==> config.mk <==
export PLATFORM = sky130hd
export DESIGN_NAME = output_display
export DESIGN_NICKNAME = d
export VERILOG_FILES = /design/src/rtl/output_display_pkg.sv /design/src/rtl/output_display_seg7_encode.sv /design/src/rtl/output_display.sv
export SDC_FILE = /design/constraint.sdc
export NUM_CORES = 1
export LEC_CHECK = 0
export CAP_MARGIN = 15
export CORE_MARGIN = 2
export CORE_UTILIZATION = 55
export DETAILED_ROUTE_END_ITERATION = 8
export PLACE_DENSITY = 0.83
export RECOVER_POWER = 25
export SYNTH_ARGS = -nofsm -noshare
export SYNTH_HDL_FRONTEND = slang
export SYNTH_SLANG_ARGS = --single-unit
==> constraint.sdc <==
create_clock -name mclk -period 4.09 [get_ports mclk]
set_clock_uncertainty 0.15 [all_clocks]
set_input_delay 0.818 -clock mclk [delete_from_list [all_inputs] [get_ports mclk]]
set_output_delay 0.818 -clock mclk [all_outputs]
set_load 0.005 [all_outputs]
==> src/rtl/output_display_pkg.sv <==
// Shared types and constants for the output-register display: FSM states,
// 7-segment patterns (bit 6 = g ... bit 0 = a) and the default scan divider.
package output_display_pkg;

   typedef enum logic [1:0] {
      ST_IDLE    = 2'd0,
      ST_CONVERT = 2'd1,
      ST_COMMIT  = 2'd2
   } state_e;

   localparam int BCD_DIGITS      = 3;
   localparam int REFRESH_DIV_DEF = 1024;

   localparam logic [6:0] SEG_0     = 7'h3F;
   localparam logic [6:0] SEG_1     = 7'h06;
   localparam logic [6:0] SEG_2     = 7'h5B;
   localparam logic [6:0] SEG_3     = 7'h4F;
   localparam logic [6:0] SEG_4     = 7'h66;
   localparam logic [6:0] SEG_5     = 7'h6D;
   localparam logic [6:0] SEG_6     = 7'h7D;
   localparam logic [6:0] SEG_7     = 7'h07;
   localparam logic [6:0] SEG_8     = 7'h7F;
   localparam logic [6:0] SEG_9     = 7'h6F;
   localparam logic [6:0] SEG_BLANK = 7'h00;
   localparam logic [6:0] SEG_MINUS = 7'h40;

endpackage

==> src/rtl/output_display_seg7_encode.sv <==
// Combinational BCD-digit to 7-segment encoder with a blanking override.
module seg7_encode
   import output_display_pkg::*;
(
   input  logic [3:0] bcd_i,
   input  logic       blank_i,
   output logic [6:0] seg_o
);

   // Pattern lookup; codes above 9 render blank.
   always_comb begin
      seg_o = SEG_BLANK;
      if (blank_i) begin
         seg_o = SEG_BLANK;
      end else begin
         case (bcd_i)
            4'd0:    seg_o = SEG_0;
            4'd1:    seg_o = SEG_1;
            4'd2:    seg_o = SEG_2;
            4'd3:    seg_o = SEG_3;
            4'd4:    seg_o = SEG_4;
            4'd5:    seg_o = SEG_5;
            4'd6:    seg_o = SEG_6;
            4'd7:    seg_o = SEG_7;
            4'd8:    seg_o = SEG_8;
            4'd9:    seg_o = SEG_9;
            default: seg_o = SEG_BLANK;
         endcase
      end
   end

endmodule

==> src/rtl/output_display.sv <==
// Output-register display: captures CPU loads, converts them to sign + BCD with a
// serial double-dabble, and scans the digits onto a multiplexed 7-segment display.
module output_display
   import output_display_pkg::*;
#(
   parameter int WIDTH       = 8,
   parameter int DIGITS      = 4,
   parameter int REFRESH_DIV = REFRESH_DIV_DEF
) (
   input  logic              mclk,
   input  logic              i_rst_n,
   input  logic              mclk_en,
   input  logic              i_load_enable,
   input  logic [WIDTH-1:0]  i_load_data,
   input  logic              i_signed_mode,
   output logic [6:0]        o_seg,
   output logic [DIGITS-1:0] o_dig_sel,
   output logic              o_busy
);

   localparam int BCD_W  = 4 * BCD_DIGITS;
   localparam int SR_W   = BCD_W + WIDTH;
   localparam int CNT_W  = $clog2(WIDTH + 1);
   localparam int SCAN_W = (REFRESH_DIV > 1) ? $clog2(REFRESH_DIV) : 1;

   state_e            state_q;
   logic              pend_q;
   logic [WIDTH-1:0]  slot_data_q;
   logic              slot_signed_q;
   logic [SR_W-1:0]   shift_q, shift_d;
   logic [CNT_W-1:0]  bit_cnt_q;
   logic              conv_neg_q;
   logic              busy_q;
   logic [BCD_W-1:0]  disp_bcd_q, disp_bcd_d;
   logic              disp_neg_q, disp_neg_d;
   logic [SCAN_W-1:0] scan_cnt_q;
   logic              scan_wrap_s;
   logic [DIGITS-1:0] dig_sel_q, dig_sel_d;
   logic [6:0]        seg_q, seg_d, enc_seg_s;
   logic [3:0]        sel_idx_s, cur_bcd_s;
   logic              cur_blank_s, cur_sign_s;
   logic              load_acc_s, slot_neg_s;
   logic [WIDTH-1:0]  mag_s;
   logic              hund_zero_s, tens_zero_s;

   assign load_acc_s = mclk_en & i_load_enable;
   assign slot_neg_s = slot_signed_q & slot_data_q[WIDTH-1];
   // Unsigned reinterpretation of the negation makes the most negative value its own magnitude.
   assign mag_s      = slot_neg_s ? (~slot_data_q + WIDTH'(1)) : slot_data_q;

   // One double-dabble step: add 3 to every BCD digit >= 5, then shift left.
   always_comb begin
      shift_d = shift_q;
      for (int k = 0; k < BCD_DIGITS; k++) begin
         if (shift_d[WIDTH + 4*k +: 4] >= 4'd5) begin
            shift_d[WIDTH + 4*k +: 4] = shift_d[WIDTH + 4*k +: 4] + 4'd3;
         end else begin
            shift_d[WIDTH + 4*k +: 4] = shift_d[WIDTH + 4*k +: 4];
         end
      end
      shift_d = {shift_d[SR_W-2:0], 1'b0};
   end

   assign disp_bcd_d = (state_q == ST_COMMIT) ? shift_q[SR_W-1:WIDTH] : disp_bcd_q;
   assign disp_neg_d = (state_q == ST_COMMIT) ? conv_neg_q : disp_neg_q;

   // Pending slot, conversion FSM and display registers.
   always_ff @(posedge mclk or negedge i_rst_n) begin
      if (!i_rst_n) begin
         state_q       <= ST_IDLE;
         pend_q        <= 1'b0;
         slot_data_q   <= '0;
         slot_signed_q <= 1'b0;
         shift_q       <= '0;
         bit_cnt_q     <= '0;
         conv_neg_q    <= 1'b0;
         busy_q        <= 1'b0;
         disp_bcd_q    <= '0;
         disp_neg_q    <= 1'b0;
      end else begin
         if (load_acc_s) begin
            pend_q        <= 1'b1;
            slot_data_q   <= i_load_data;
            slot_signed_q <= i_signed_mode;
         end else if ((state_q == ST_IDLE) && pend_q) begin
            pend_q <= 1'b0;
         end
         case (state_q)
            ST_IDLE: begin
               if (pend_q) begin
                  state_q    <= ST_CONVERT;
                  shift_q    <= {{BCD_W{1'b0}}, mag_s};
                  conv_neg_q <= slot_neg_s;
                  bit_cnt_q  <= '0;
                  busy_q     <= 1'b1;
               end
            end
            ST_CONVERT: begin
               shift_q   <= shift_d;
               bit_cnt_q <= bit_cnt_q + CNT_W'(1);
               if (bit_cnt_q == CNT_W'(WIDTH - 1)) begin
                  state_q <= ST_COMMIT;
               end
            end
            ST_COMMIT: begin
               state_q <= ST_IDLE;
               busy_q  <= 1'b0;
            end
            default: begin
               state_q <= ST_IDLE;
               busy_q  <= 1'b0;
            end
         endcase
         disp_bcd_q <= disp_bcd_d;
         disp_neg_q <= disp_neg_d;
      end
   end

   assign scan_wrap_s = (scan_cnt_q == SCAN_W'(REFRESH_DIV - 1));
   assign dig_sel_d   = scan_wrap_s ? {dig_sel_q[DIGITS-2:0], dig_sel_q[DIGITS-1]} : dig_sel_q;
   assign hund_zero_s = (disp_bcd_d[11:8] == 4'd0);
   assign tens_zero_s = (disp_bcd_d[7:4] == 4'd0);

   // Pick the digit for the next selected position, from next-state values so o_seg tracks o_dig_sel.
   always_comb begin
      sel_idx_s   = 4'd0;
      cur_bcd_s   = 4'd0;
      cur_blank_s = 1'b1;
      cur_sign_s  = 1'b0;
      for (int i = 0; i < DIGITS; i++) begin
         if (dig_sel_d[i]) begin
            sel_idx_s = 4'(i);
         end else begin
            sel_idx_s = sel_idx_s;
         end
      end
      if (sel_idx_s == 4'(DIGITS - 1)) begin
         cur_sign_s = 1'b1;
      end else begin
         case (sel_idx_s)
            4'd0: begin
               cur_bcd_s   = disp_bcd_d[3:0];
               cur_blank_s = 1'b0;
            end
            4'd1: begin
               cur_bcd_s   = disp_bcd_d[7:4];
               cur_blank_s = hund_zero_s & tens_zero_s;
            end
            4'd2: begin
               cur_bcd_s   = disp_bcd_d[11:8];
               cur_blank_s = hund_zero_s;
            end
            default: begin
               cur_bcd_s   = 4'd0;
               cur_blank_s = 1'b1;
            end
         endcase
      end
   end

   seg7_encode u_seg7_encode (
      .bcd_i   (cur_bcd_s),
      .blank_i (cur_blank_s),
      .seg_o   (enc_seg_s)
   );

   assign seg_d = cur_sign_s ? (disp_neg_d ? SEG_MINUS : SEG_BLANK) : enc_seg_s;

   // Digit scan counter and registered display outputs.
   always_ff @(posedge mclk or negedge i_rst_n) begin
      if (!i_rst_n) begin
         scan_cnt_q <= '0;
         dig_sel_q  <= {{(DIGITS-1){1'b0}}, 1'b1};
         seg_q      <= SEG_0;
      end else begin
         scan_cnt_q <= scan_wrap_s ? '0 : scan_cnt_q + SCAN_W'(1);
         dig_sel_q  <= dig_sel_d;
         seg_q      <= seg_d;
      end
   end

   assign o_seg     = seg_q;
   assign o_dig_sel = dig_sel_q;
   assign o_busy    = busy_q;

endmodule

### Word level (Yosys, flattened, before mapping)

Memories as Yosys holds them, arrays and structs flattened.
Cells that the tools add are included.

| word-level totals | value |
|---|---|
| bits in registers | 72 |
| ROM bits | 112 |
| bits of input ports | 13 |
| output and inout port bits | 12 |
| logic and storage cells | 79 |
| memories kept | 1 |

| cells by class | value |
|---|---|
| add/subtract/negate cells | 6 |
| $lt $le $gt $ge | 3 |
| equal/unequal tests | 9 |
| muxes and demuxes | 30 |
| bitwise operators | 5 |
| reduce and logical (&&, ||, !) cells | 11 |

Memories:

| memory | depth | width | read ports | clocked after Yosys merged registers in | wr ports | line | text |
|---|---|---|---|---|---|---|---|
| (no name shown) | 16 | 7 | 1 | 0 | 0 | output_display_seg7_encode.sv:16 | `case (bcd_i)` |

Operators by type and width:

| kind | count |
|---|---|
| $pmux 20 s2 | 1 |
| $mux 4 | 7 |
| $mux 7 | 3 |
| $mux 20 | 1 |
| $ge 4x3->1 const B | 3 |
| $logic_not 4->1 | 3 |
| $mux 12 | 1 |
| $pmux 4 s3 | 1 |
| $add 10x1->10 const B | 1 |
| $eq 10x10->1 const B | 1 |
| $mux 10 | 1 |
| $add 4x2->4 const B | 2 |
| $add 8x1->8 const B | 1 |
| $eq 4x2->1 const B | 2 |
| $mux 8 | 1 |
| $not 8->8 | 1 |
| $pmux 4 s2 | 1 |
| $reduce_and 2->1 | 4 |
| $mux 1 | 7 |
| $add 4x1->4 const B | 1 |
| $eq 4x1->1 const B | 1 |
| $eq 4x3->1 const B | 1 |
| $mux 2 | 2 |
| $ne 2x2->1 const B | 2 |
| other kinds (12) | 15 |

### Longest topological paths before layout

Gate-level depths: netlist of the first run.
An unclocked memory read counts as a cell.

| logic depth | value |
|---|---|
| depth after elaboration | 11 |
| mapped depth | 11 |
| depth with buffers taken out | 11 |

### Hierarchy

From an unflattened synthesis of the first run, not the netlist that was laid out.

| second synthesis, totals | value |
|---|---|
| cell total of the unflattened synthesis | 351 |
| area total of the unflattened synthesis | 3638.5 µm² |

By module, submodules not included:

| module | instances | cells an instance | area each (µm²) |
|---|---|---|---|
| output_display | 1 | 320 | 3408.3 |
| seg7_encode | 1 | 31 | 230.2 |

### Worst setup path after synthesis of the first run

No wires, ideal clock.

| path | value |
|---|---|
| kind | reg2reg |
| from | register state_q[0] |
| to | register seg_q[0], in the netlist o_seg[0] |
| setup time | 0.089 ns |
| arrival | 2.399 ns |
| data required time | 3.851 ns |
| setup slack | 1.451 ns |
| stages on the path, launching flop included | 12 |
| buffers on the path | 2 |
| period minus slack after synthesis | 2.639 ns |
| cells stage by stage | dfrtp_1 > nand2b_2 > buf_6 > buf_6 > mux2i_1 > nor3_1 > o31a_1 > o21ai_0 > inv_1 > ha_1 > and4_4 > a311oi_2 |

| on the way | value |
|---|---|
| longest elaborated chain between the ends | 8 |
| elaborated cells between the ends (all ways) | 12 |
| classes of those cells | eq/ne (1); mux (7); bitwise (1); reduce/logical (2); memory (1) |

Ends and longest elaborated chain:

| item | line | text |
|---|---|---|
| start, declared | output_display.sv:26 | `state_e state_q;` |
| start signal, assigned | output_display.sv:70 | `state_q <= ST_IDLE;` |
| start signal, assigned | output_display.sv:91 | `state_q <= ST_CONVERT;` |
| start signal, assigned | output_display.sv:102 | `state_q <= ST_COMMIT;` |
| $eq 2x2->1 (*) | output_display.sv:64 | `assign disp_bcd_d = (state_q == ST_COMMIT) ? shift_q[SR_W-1:WIDTH] : disp_bcd_q;` |
| $mux 12 (*) | output_display.sv:64 |  |
| branches (longest 4 deep; another with $mem_v2 16x7) | -- |  |
| $mux 7 (*) | output_display_seg7_encode.sv:13 | `if (blank_i) begin` |
| $mux 7 (*) | output_display.sv:167 | `assign seg_d = cur_sign_s ? (disp_neg_d ? SEG_MINUS : SEG_BLANK) : enc_seg_s;` |
| via seg_d[0] | output_display.sv:39 | `logic [6:0] seg_q, seg_d, enc_seg_s;` |
| end signal, assigned | output_display.sv:178 | `seg_q <= seg_d;` |
| end, declared | output_display.sv:39 |  |

Mark *: on every way through the listed nets, which the timed path passes.
A chain may end at the register's enable or synchronous reset.

### Final worst setup path of the first run

| path | value |
|---|---|
| from | register state_q[0] |
| to | register seg_q[6], in the netlist o_seg[6] |

| on the way | value |
|---|---|
| longest elaborated chain between the ends | 8 |
| elaborated cells between the ends (all ways) | 14 |
| classes of those cells | eq/ne (1); mux (9); bitwise (1); reduce/logical (2); memory (1) |

Ends and longest elaborated chain:

| item | line |
|---|---|
| $eq 2x2->1 (*) | output_display.sv:64, output_display.sv:65 |
| branches (longest 6 deep; another with $mem_v2 16x7) | -- |
| $mux 7 (*) | output_display.sv:167 |
| via seg_d[6] | output_display.sv:39 |

Marks and branches as above.

==> impl_results.md, run 1 <==
- Status: finished, final reports clean
- Post-synth top area cell: dfrtp_1
- Clk Latency, worst-skew pair: 350 ps
- Antenna violations before repair: 0
- Post-synthesis sequential area ratio: 0.464
- Class of the worst hold path: flop to flop
- Tcrit/Tclk final: 0.826
- Syn_nets: 389
- Setup TNS: 0 ps
- Via count: 2851
- Post-CTS setup buffer count: 0
- Final antenna diode count: 0
- Drt first pass iters: 5
- Worst-path clk slew: 70 ps
- Post-synth EDFFs: 0
- Crit path DAT: 3510 ps
- Total gr overflow: 0
- Die X: 88.2 um
- Multi-input logic area: 0.00193 mm^2
- Max incr delay on CP: 790 ps
- Max-slew violation count: 0
- Vias in the first global route: 2791
- Final hold slack: 319 ps
- Synthesized area: 0.00390 mm^2
- Buf/Inv on CP: 1
- PwrDens: 631 mW/mm^2
- Synth area leaders: dfrtp_1 (42%), dfstp_2 (4.7%), ha_1 (4.5%)
- VDD IR-drop max: 0.339 mV
- Hold_buf cts: 0
- Final Setup Violations: 0
- Synth top cells by count: dfrtp_1 (65), o21ai_0 (29), nand2_1 (27)
- Critical Path, Cell by Cell: nand2b_1 > mux2i_1 > nor3b_1 > o31a_1 > o21ai_0 > inv_1 > ha_1 > o2111a_1 > a21oi_1
- Via density: 5.84
- Reg area: 0.00181 mm^2
- Total design power: 2750 uW
- Setup ws final: 712 ps
- Worst path slowest cell: nand2b_1
- Post-synth top flop: dfrtp_1
- CP Capture Type: flop
- Initial drt markers: 167
- Synthesis-to-layout area growth: 11.8%
- GP Congestion: 0.904
- Post-DRT Antenna Nets: 0
- Lkg Pwr: 0.00196 uW
- FMAX: 0.296 GHz
- Dpl cells: 472
- Post-synthesis cell count: 362
- Die ar.: 0.00779 mm^2
- IO Pins: 25
- Share of cells above drive strength 1: 0.145
- #FFs+latches synth: 72
- Yosys top cell area share: 0.417
- Root buf cell: clkbuf_8
- Core area: 0.00683 mm^2
- Count leader, synth: dfrtp_1
- Fillcell total: 567
- Initial cell density of the core: 0.571
- Worst slack, placed: 1090 ps
- Worst Setup Start Kind: flop
- First-pass GRT wire length: 13000 um
- Max Cap Viol: 0
- Std-Cell Rows: 30
- Clock buffer depth: 2
- Unique cell type count in the Yosys netlist: 70
- Drt drc: 0
- Die Ht: 88.2 um
- Crit-path leading delay family: compound AO/OA/AOI/OAI gates
- Port Buf Inserts: 24
- Dpl hpwl: 5400 um
- CTS tree: built
- Actual slew at the worst max-slew pin: 1000 ps
- Unrepaired setup endpoints after global routing: no
- Synth async-reset ratio: 1.00
- Crit Path Max Fanout: 22
- Global Route met2 Usage: 0.362
- CTS Buf Count: 9
- CTS H-tree lvls: 3
- Largest net degree at the start of global routing: 56
- Worst R2R Setup Slack: 710 ps
- Resize count post-CTS: 0
- Layout Nets: 414
- Total global-route track usage: 0.218
- Global routing met1 resource utilization: 0.271
- Worst rel slew slack: 0.333
- Worst path required time: 4220 ps
- GR peak layer: met2
- CTS Sinks: 72
- Setup Crit Path Kind: flop to flop
- Final non-filler cell total: 488
- Drt wl/cell: 15.6 um
- GR Util met3: 0.0700
- Final wirelength: 7610 um
- Synth Area per Inst: 10.8 um^2
- Crit path time final: 3380 ps
- Final Hold Vio Count: 0
- Yosys warns: 0
==> final cells by class <==
| type | count | area share |
|---|---|---|
| Timing Repair Buffer | 26 | 0.0570 |
| Tap cell | 96 | 0.0275 |
| Sequential cell | 72 | 0.415 |
| Multi-Input combinational cell | 258 | 0.443 |
| Inverter | 20 | 0.0172 |
| Clock inverter | 3 | 0.00401 |
| Clock buffer | 13 | 0.0364 |
==> metal layers <==
layer  wire length, um  share of wire
met5                 0              0
met4               195          0.026
met3               309          0.041
met2              3780           0.50
met1              3320           0.44
==> worst register-to-register path, delay by kind of cell, from the launching register on <==
family / cells / cell delay [ps]
multiplexers: 1 / 370
AO/OA/AOI/OAI: 4 / 1120
AND/OR/NAND/NOR: 2 / 870
adder cells (fa/ha/maj): 1 / 250
flip-flops: 1 / 390
buffers and inverters: 1 / 150
==> state kept, by name, summed over array words and instances, names as in the netlist <==
register / flops
o_dig_sel: 4
o_busy: 1
scan_cnt_q: 10
disp_bcd_q: 12
bit_cnt_q: 4
slot_signed_q: 1
conv_neg_q: 1
state_q: 2
shift_q: 20
disp_neg_q: 1
pend_q: 1
slot_data_q: 8
o_seg: 7
==> where the power goes <==
part / internal (uW) / leakage [uW] / switching (uW)
sequential: 954 / 0.000898 / 168
combinational: 520 / 0.000969 / 605
clock: 252 / 0.0000894 / 256
==> final timing paths <==
check                                              start                      end  cells past startpoint
worst max-delay path              state_q[0]$_DFFE_PN0P_       o_seg[6]$_DFF_PN0_                      9
min in group asynchronous                        i_rst_n   o_dig_sel[1]$_DFF_PN0_                      1
max in group asynchronous                        i_rst_n  disp_bcd_q[9]$_DFF_PN0_                      2
worst min-delay path            bit_cnt_q[3]$_DFFE_PN0P_   state_q[1]$_DFFE_PN0P_                      1
worst max register to register    state_q[0]$_DFFE_PN0P_       o_seg[6]$_DFF_PN0_                      9
worst min register to register  bit_cnt_q[3]$_DFFE_PN0P_   state_q[1]$_DFFE_PN0P_                      1
==> layout by cell type (no fill, tap or decap), types with 3 or more instances in the layout <==
cell type        synthesis  final
nand4_1                  3      3
nor2_1                  19     19
mux2_2                  14      9
mux2i_1                  7      7
dfrtp_1                 65     65
clkbuf_8                 0     11
clkdlybuf4s50_1          0     22
ha_1                    14     14
a21oi_1                 15     15
o21ai_0                 29     29
xnor2_1                  9      9
nor3_1                   7      7
clkbuf_1                 8      3
dfstp_2                  7      7
o31ai_1                  6      6
and4_1                   3      3
xor2_1                   8      8
mux2_1                   0      6
o211ai_1                 3      3
nand3_1                 17     18
inv_1                   18     18
nand2_1                 27     27
nand2b_1                11     12
a22oi_1                  8      8
a32o_1                   3      3
nand4_2                  3      3
==> through the flow <==
step / cell area [um^2] / utilization
after CTS: 4390 / 0.642
final: 4370 / 0.639
after detailed placement: 4210 / 0.616
after floorplan: 3900 / -
after global routing: 4370 / 0.639
after global placement: 4210 / 0.616
==> cell families after synthesis <==
| group | Yosys count | synth area share |
|---|---|---|
| AND/OR/NAND/NOR | 109 | 0.154 |
| AO/OA/AOI/OAI | 93 | 0.184 |
| flip-flops | 72 | 0.464 |
| buffers and inverters | 32 | 0.0359 |
| multiplexers | 25 | 0.0795 |
| XOR/XNOR | 17 | 0.0381 |
| adder cells (fa/ha/maj) | 14 | 0.0449 |
No activity file was read; power rests on OpenSTA's default activity.
==> run 2: changes to the inputs <==
--- a/config.mk
+++ b/config.mk
@@ -7,9 +7,9 @@
 export LEC_CHECK = 0
 export CAP_MARGIN = 15
 export CORE_MARGIN = 2
-export CORE_UTILIZATION = 55
+export CORE_UTILIZATION = 54
 export DETAILED_ROUTE_END_ITERATION = 8
-export PLACE_DENSITY = 0.83
+export PLACE_DENSITY = 0.85
 export RECOVER_POWER = 25
 export SYNTH_ARGS = -nofsm -noshare
 export SYNTH_HDL_FRONTEND = slang
==> constraint.sdc (replaced) <==
create_clock -name mclk -period 2.8 [get_ports mclk]
set_clock_uncertainty 0.15 [all_clocks]
set_input_delay 0.56 -clock mclk [delete_from_list [all_inputs] [get_ports mclk]]
set_output_delay 0.56 -clock mclk [all_outputs]
set_load 0.005 [all_outputs]
==> run 2 against run 1 <==
  * The flow now finishes with violations (max-capacitance violations, max-slew violations)
  * Via count increased by 1.6%
  * Critical path type unchanged
  * Power increased by 49%
  * Worst setup slack got worse by 550 ps
  * Critical path depth increased by 2
  * Sequential share of layout area decreased by 1.3 points
==> impl_results.md, run 2 (synthesized netlist as in run 1, its figures left out) <==
- Most frequent cells in the layout: dfrtp_1 (64), o21ai_0 (28), nand2_1 (27), clkdlybuf4s50_1 (23), nor2_1 (19)
- Sequential share of power: 0.397 (-0.010)
- Initial cell density of the core: 0.565 (-0.00621)
- Total gr overflow: 0 (unchanged)
- Crit path time final: 2640 ps (-740 ps)
- Sw Ratio: 0.368 (-0.00594)
- Initial drt markers: 99 (-41%)
- Final Hold Vio Count: 0 (unchanged)
- Max Cap Viol: 1 (+1)
- Crit path DAT: 2760 ps (-750 ps)
- Share of cells above drive strength 1: 0.212 (+0.0669)
- Clock buffer depth: 2 (unchanged)
- Failing checks: max-capacitance violations, max-slew violations
- Class of the worst hold path: flop to flop
- Max incr delay on CP: 410 ps (-380 ps)
- Net load switching power: 1510 uW (+46%)
- Root buf cell: clkbuf_8
- Worst rel slew slack: -0.157 (-0.490)
- Via density: 5.78 (-0.99%)
- Most common cell after layout, fill and taps aside: dfrtp_1
- Max reg flops: 20 (unchanged)
- Core area: 0.00691 mm^2 (+1.1%)
- Die Ht: 89.0 um (+0.88%)
- Largest net degree at the start of global routing: 73 (+30%)
- Std-Cell Rows: 30 (unchanged)
- First-pass GRT wire length: 13200 um (+2.1%)
- VDD IR-drop max: 0.458 mV (+35%)
- Setup ws final: 162 ps (-550 ps)
- Worst slack, placed: 41.8 ps (-1050 ps)
- PwrDens: 909 mW/mm^2 (+44%)
- Reg with most FFs: shift_q
- Final antenna diode count: 0 (unchanged)
- Dpl hpwl: 5530 um (+2.5%)
- Final wirelength: 7630 um (+0.34%)
- Drt drc: 0 (unchanged)
- Actual slew at the worst max-slew pin: 1730 ps (+735 ps)
- FMAX: 0.379 GHz (+28%)
- Internal Power: 2590 uW (+50%)
- Crit Path Max Fanout: 4 (-82%)
- Die X: 89.0 um (+0.88%)
- Critical Path, Cell by Cell: ha_4 > nand4_1 > o31ai_4 > and2_4 > inv_2 > nand2_1 > o21ai_2 > o211ai_1 > ha_1 > nor3b_2 > nor3_2
- Setup TNS: 0 ps (unchanged)
- Comb pwr share: 0.416 (+0.008)
- Tcrit/Tclk final: 0.942 (+0.116)
- Unrepaired setup endpoints after global routing: no
- CTS tree: built
- Lkg Pwr: 0.00203 uW (+3.9%)
- CTS H-tree lvls: 3 (unchanged)
- Drt first pass iters: 4 (-1)
- Buf/Inv on CP: 1 (unchanged)
- Status: finished, violations left
- Max-slew violation count: 73 (+73)
- Worst path required time: 2920 ps (-1300 ps)
- Final Setup Violations: 0 (unchanged)
- Synthesis-to-layout area growth: 15.5%
- Clock power share: 0.188 (+0.004)
- GP Congestion: 0.888 (-1.8%)
- Largest regs: shift_q x20, disp_bcd_q x12, scan_cnt_q x10
- Worst path slowest cell: dfrtp_1
- Die ar.: 0.00793 mm^2 (+1.8%)
- Crit-path leading delay family: simple AND/OR/NAND/NOR gates
- Total design power: 4100 uW (+49%)
- Worst-path clk slew: 70 ps (about the same)
- CP Capture Type: flop
- Hold_buf cts: 0 (unchanged)
- Layout Nets: 427 (+3.1%)
- Setup Crit Path Kind: flop to flop
- Port Buf Inserts: 24 (unchanged)
- Clk Latency, worst-skew pair: 350 ps (about the same)
- CTS Buf Count: 9 (unchanged)
- CTS Sinks: 72 (unchanged)
- Fillcell total: 564 (-0.53%)
- Antenna violations before repair: 0 (unchanged)
- Vias in the first global route: 2901 (+3.9%)
- Via count: 2898 (+1.6%)
- IO Pins: 25 (unchanged)
- Total global-route track usage: 0.217 (-0.00178)
- Worst Setup Start Kind: flop
- Drt wl/cell: 15.2 um (-2.3%)
- Post-DRT Antenna Nets: 0 (unchanged)
-- run 2: cell types whose count changed in the layout (fill, tap and decap cells not counted), sizes merged --
cell           before  now
clkdlybuf4s50      22   23
buf                 2   15
dlygate4sd3         1    0
clkinv              2    3
clkinvlp            1    0
-- run 2: power by group through the flow --
stage,Combinational [uW],Clock (uW),Sequential [uW]
global route,1920,843,1670
detailed placement,1690,0,1650
floorplan,1250,0,1590
CTS,1700,782,1630
global placement,1610,0,1630
finish,1700,769,1630
-- run 2: final timing paths --
kind / startpoint / end / slack, ps / cells after the start
max in group asynchronous: i_rst_n / scan_cnt_q[0]$_DFF_PN0_ / 780 / 2
max: scan_cnt_q[1]$_DFF_PN0_ / o_seg[3]$_DFF_PN1_ / 160 / 11
min: bit_cnt_q[3]$_DFFE_PN0P_ / state_q[1]$_DFFE_PN0P_ / 320 / 1
max reg2reg: scan_cnt_q[1]$_DFF_PN0_ / o_seg[3]$_DFF_PN1_ / 160 / 11
min reg2reg: bit_cnt_q[3]$_DFFE_PN0P_ / state_q[1]$_DFFE_PN0P_ / 320 / 1
min in group asynchronous: i_rst_n / scan_cnt_q[7]$_DFF_PN0_ / 590 / 2
-- run 2: what timing repair did --
action / 4_1_cts / 5_1_grt
endpoints found under the setup margin: 0 / 6
resized for setup: 0 / 8
hold endpoints to repair: 0 / 0
buffers inserted: 0 / 4
-- run 2: routing by layer --
metal,wire length [um],track usage,part of all wire
met5,0,0,0
met4,141,0.0801,0.018
met3,318,0.0517,0.042
met2,3900,0.378,0.51
met1,3270,0.262,0.43
-- run 2: through the flow --
| step | hold WS (ps) | utilization | cell area (um^2) | instances |
|---|---|---|---|---|
| floorplan | 114 | - | 3900 | 362 |
| global placement | 306 | 0.621 | 4290 | 481 |
| detailed placement | 306 | 0.621 | 4290 | 481 |
| CTS | 87.7 | 0.648 | 4470 | 497 |
| global route | 351 | 0.653 | 4510 | 501 |
| finish | 319 | 0.653 | 4510 | 501 |
-- run 2: worst register-to-register path: cells and delay by family, from the launching register on --
family | cells | cell delay [ps]
AND/OR/NAND/NOR | 5 | 760
AO/OA/AOI/OAI | 3 | 700
flip-flops | 1 | 410
adder cells (fa/ha/maj) | 2 | 490
buffers and inverters | 1 | 50
-- run 2: final cells by class --
class,instances,area (um^2),area share
inverters,20,75.1,0.0166
flip-flops and latches,72,1810,0.402
repair buffers,39,345,0.0766
multi-input cells,258,1970,0.438
clock buffers,13,169,0.0375
well taps,96,120,0.0266
clock inverters,3,15.0,0.00333
==> run 3: changes to the inputs <==
--- a/config.mk
+++ b/config.mk
@@ -5,11 +5,10 @@
 export SDC_FILE = /design/constraint.sdc
 export NUM_CORES = 1
 export LEC_CHECK = 0
-export CAP_MARGIN = 15
 export CORE_MARGIN = 2
 export CORE_UTILIZATION = 54
 export DETAILED_ROUTE_END_ITERATION = 8
-export PLACE_DENSITY = 0.85
+export PLACE_DENSITY = 0.77
 export RECOVER_POWER = 25
 export SYNTH_ARGS = -nofsm -noshare
 export SYNTH_HDL_FRONTEND = slang
==> run 3 against run 2 <==
  * The flow now finishes without violations
  * Wire length rose by 1.2%
  * Sequential power about the same
  * First-iteration DRC count up 9.1%
  * Flip-flop and latch count unchanged
  * Final cell count rose by 0.80%
  * Power barely moved
  * Hold slack better by 24 ps
  * Register-to-register slack worse by 60 ps
  * Clock power increased by 2%
  * Design area up 0.97%
  * Sequential share of layout area shrank 0.41 points
  * Largest cell class unchanged
  * Largest power group unchanged
==> impl_results.md, run 3 (synthesized netlist as in run 1, its figures left out) <==
- Via count: 2929 (+1.1%)
- Via density: 5.80 (+0.27%)
- Final antenna diode count: 0 (unchanged)
- First-pass GRT wire length: 13000 um (-1.4%)
- Final hold slack: 343 ps (+23.7 ps)
- Total global-route track usage: 0.214 (-0.00247)
- CTS Sinks: 72 (unchanged)
- Worst Reg2Reg Path Length in Cells: 10 (-1)
- Worst-path clk slew: 70 ps (about the same)
- Worst Setup EP: o_seg[0]$_DFF_PN1_
- Fillcell total: 563 (-0.18%)
- Reg with most FFs: shift_q
- Layout Nets: 432 (+1.2%)
- Worst r2r src: scan_cnt_q[0]$_DFF_PN0_
- Largest regs: shift_q x20, disp_bcd_q x12, scan_cnt_q x10
- Reg2reg end: o_seg[0]$_DFF_PN1_
- Reg area: 0.00181 mm^2 (about the same)
- Net load switching power: 1500 uW (-0.25%)
- Post-DRT Antenna Nets: 0 (unchanged)
- Drt wl/cell: 15.3 um (+0.40%)
- Core area: 0.00691 mm^2 (unchanged)
- Class of the worst hold path: flop to flop
- VDD IR-drop max: 0.755 mV (+65%)
- Max-slew violation count: 0 (-100%)
- Status: finished, final reports clean
- Crit path DAT: 2810 ps (+50 ps)
- Most common cell after layout, fill and taps aside: dfrtp_1
- Internal Power: 2600 uW (+0.29%)
- Max Cap Viol: 0 (-1)
- Tcrit/Tclk final: 0.962 (+0.0201)
- Vias in the first global route: 2829 (-2.5%)
- Synthesis-to-layout area growth: 16.6%
- Sequential share of power: 0.397 (about the same)
- CTS tree: built
- Worst path required time: 2910 ps (about the same)
- IO Pins: 25 (unchanged)
- Hold_buf cts: 0 (unchanged)
- Port Buf Inserts: 24 (unchanged)
- Setup Crit Path Kind: flop to flop
- Final design utilization: 0.659 (+0.00634)
- Clk Latency, worst-skew pair: 350 ps (about the same)
- Die Ht: 89.0 um (unchanged)
- Most frequent cells in the layout: dfrtp_1 (65), o21ai_0 (28), nand2_1 (27), clkdlybuf4s50_1 (23)
- Die ar.: 0.00793 mm^2 (unchanged)
- Die X: 89.0 um (unchanged)
- CTS Buf Count: 9 (unchanged)
- Clock buffer depth: 2 (unchanged)
- Actual slew at the worst max-slew pin: 1450 ps (-289 ps)
- Final Setup Violations: 0 (unchanged)
- Final wirelength: 7720 um (+1.2%)
- Clock power share: 0.191 (+0.003)
- PwrDens: 901 mW/mm^2 (-0.87%)
- Sw Ratio: 0.366 (-0.00124)
- GP Congestion: 0.884 (-0.51%)
- Crit path time final: 2690 ps (+56.4 ps)
- Multi-input logic area: 0.00197 mm^2 (-0.38%)
- Total gr overflow: 0 (unchanged)
- Antenna violations before repair: 0 (unchanged)
- FMAX: 0.371 GHz (-2.1%)
- Dpl hpwl: 5540 um (+0.26%)
- CTS H-tree lvls: 3 (unchanged)
- Max reg flops: 20 (unchanged)
- Drt drc: 0 (unchanged)
- CP startpoint: scan_cnt_q[0]$_DFF_PN0_
- Worst Setup Start Kind: flop
- CP Capture Type: flop
- Comb pwr share: 0.412 (-0.004)
- Std-Cell Rows: 30 (unchanged)
- Worst rel slew slack: 0.0363 (+0.193)
- Root buf cell: clkbuf_8
- Share of cells above drive strength 1: 0.208 (-0.00452)
- Final Hold Vio Count: 0 (unchanged)
- Crit Path Max Fanout: 6 (+2)
- Initial drt markers: 108 (+9.1%)
- Initial cell density of the core: 0.565 (unchanged)
- Drt first pass iters: 4 (unchanged)
- Lkg Pwr: 0.00205 uW (+0.91%)
- Worst R2R Setup Slack: 110 ps (-60 ps)
- Largest net degree at the start of global routing: 48 (-34%)
-- run 3: cell type report --
class,count,share of cell area
inverter,20,0.0165
timing repair buffer,44,0.0871
tap,96,0.0264
clock buffer,9,0.0272
clock inverter,6,0.0135
sequential,72,0.398
multi-input combinational,258,0.432
-- run 3: repair_timing --
item / in CTS / in global routing
resized for setup: 0 / 3
setup buffers: 1 / 7
pin swaps: 1 / 3
setup endpoints to repair: 1 / 5
-- run 3: worst min-delay path by stage --
stage	endpoint	cells after the start	startpoint	slack [ps]
floorplan	bit_cnt_q[0]$_DFFE_PN0P_	0	i_rst_n	110
global placement	scan_cnt_q[0]$_DFF_PN0_	1	scan_cnt_q[0]$_DFF_PN0_	310
detailed placement	state_q[1]$_DFFE_PN0P_	1	bit_cnt_q[3]$_DFFE_PN0P_	320
CTS	scan_cnt_q[6]$_DFF_PN0_	1	i_rst_n	70
global route	state_q[1]$_DFFE_PN0P_	1	bit_cnt_q[3]$_DFFE_PN0P_	370
finish	state_q[1]$_DFFE_PN0P_	1	bit_cnt_q[3]$_DFFE_PN0P_	340
-- run 3: critical path: stages, from the launching register on --
cell      delay (ps)
dfrtp_1          420
ha_4             180
nand4_1          170
buf_4            200
o31ai_4          380
nand2_2          180
nand2_1          130
o211ai_1         150
ha_1             230
and4_4           150
a311oi_2         240
-- run 3: per-layer routing --
layer | GRT usage | vias up | share of wire
li1 | - | 1401 | -
met1 | 0.256 | 1453 | 0.43
met5 | 0 | - | 0
met4 | 0.0706 | 0 | 0.018
met3 | 0.0554 | 16 | 0.038
met2 | 0.377 | 59 | 0.52
-- run 3: per-stage QoR --
step	instance area (um^2)	instances	TNS, ps	total power [uW]	setup slack, ps
after floorplan	3900	362	0	2830	161
after global placement	4300	482	0	3260	159
after detailed placement	4300	482	0	3330	5.97
after CTS	4490	498	0	4140	50.7
after global routing	4550	505	-121	4430	-83.2
final	4550	505	0	4100	106
-- run 3: power groups by stage --
| stage | logic (uW) | clock network, uW | registers, uW |
|---|---|---|---|
| final | 1690 | 785 | 1630 |
| after CTS | 1700 | 811 | 1630 |
| after global routing | 1900 | 857 | 1670 |
| after global placement | 1630 | 0 | 1630 |
| after floorplan | 1250 | 0 | 1590 |
| after detailed placement | 1690 | 0 | 1650 |
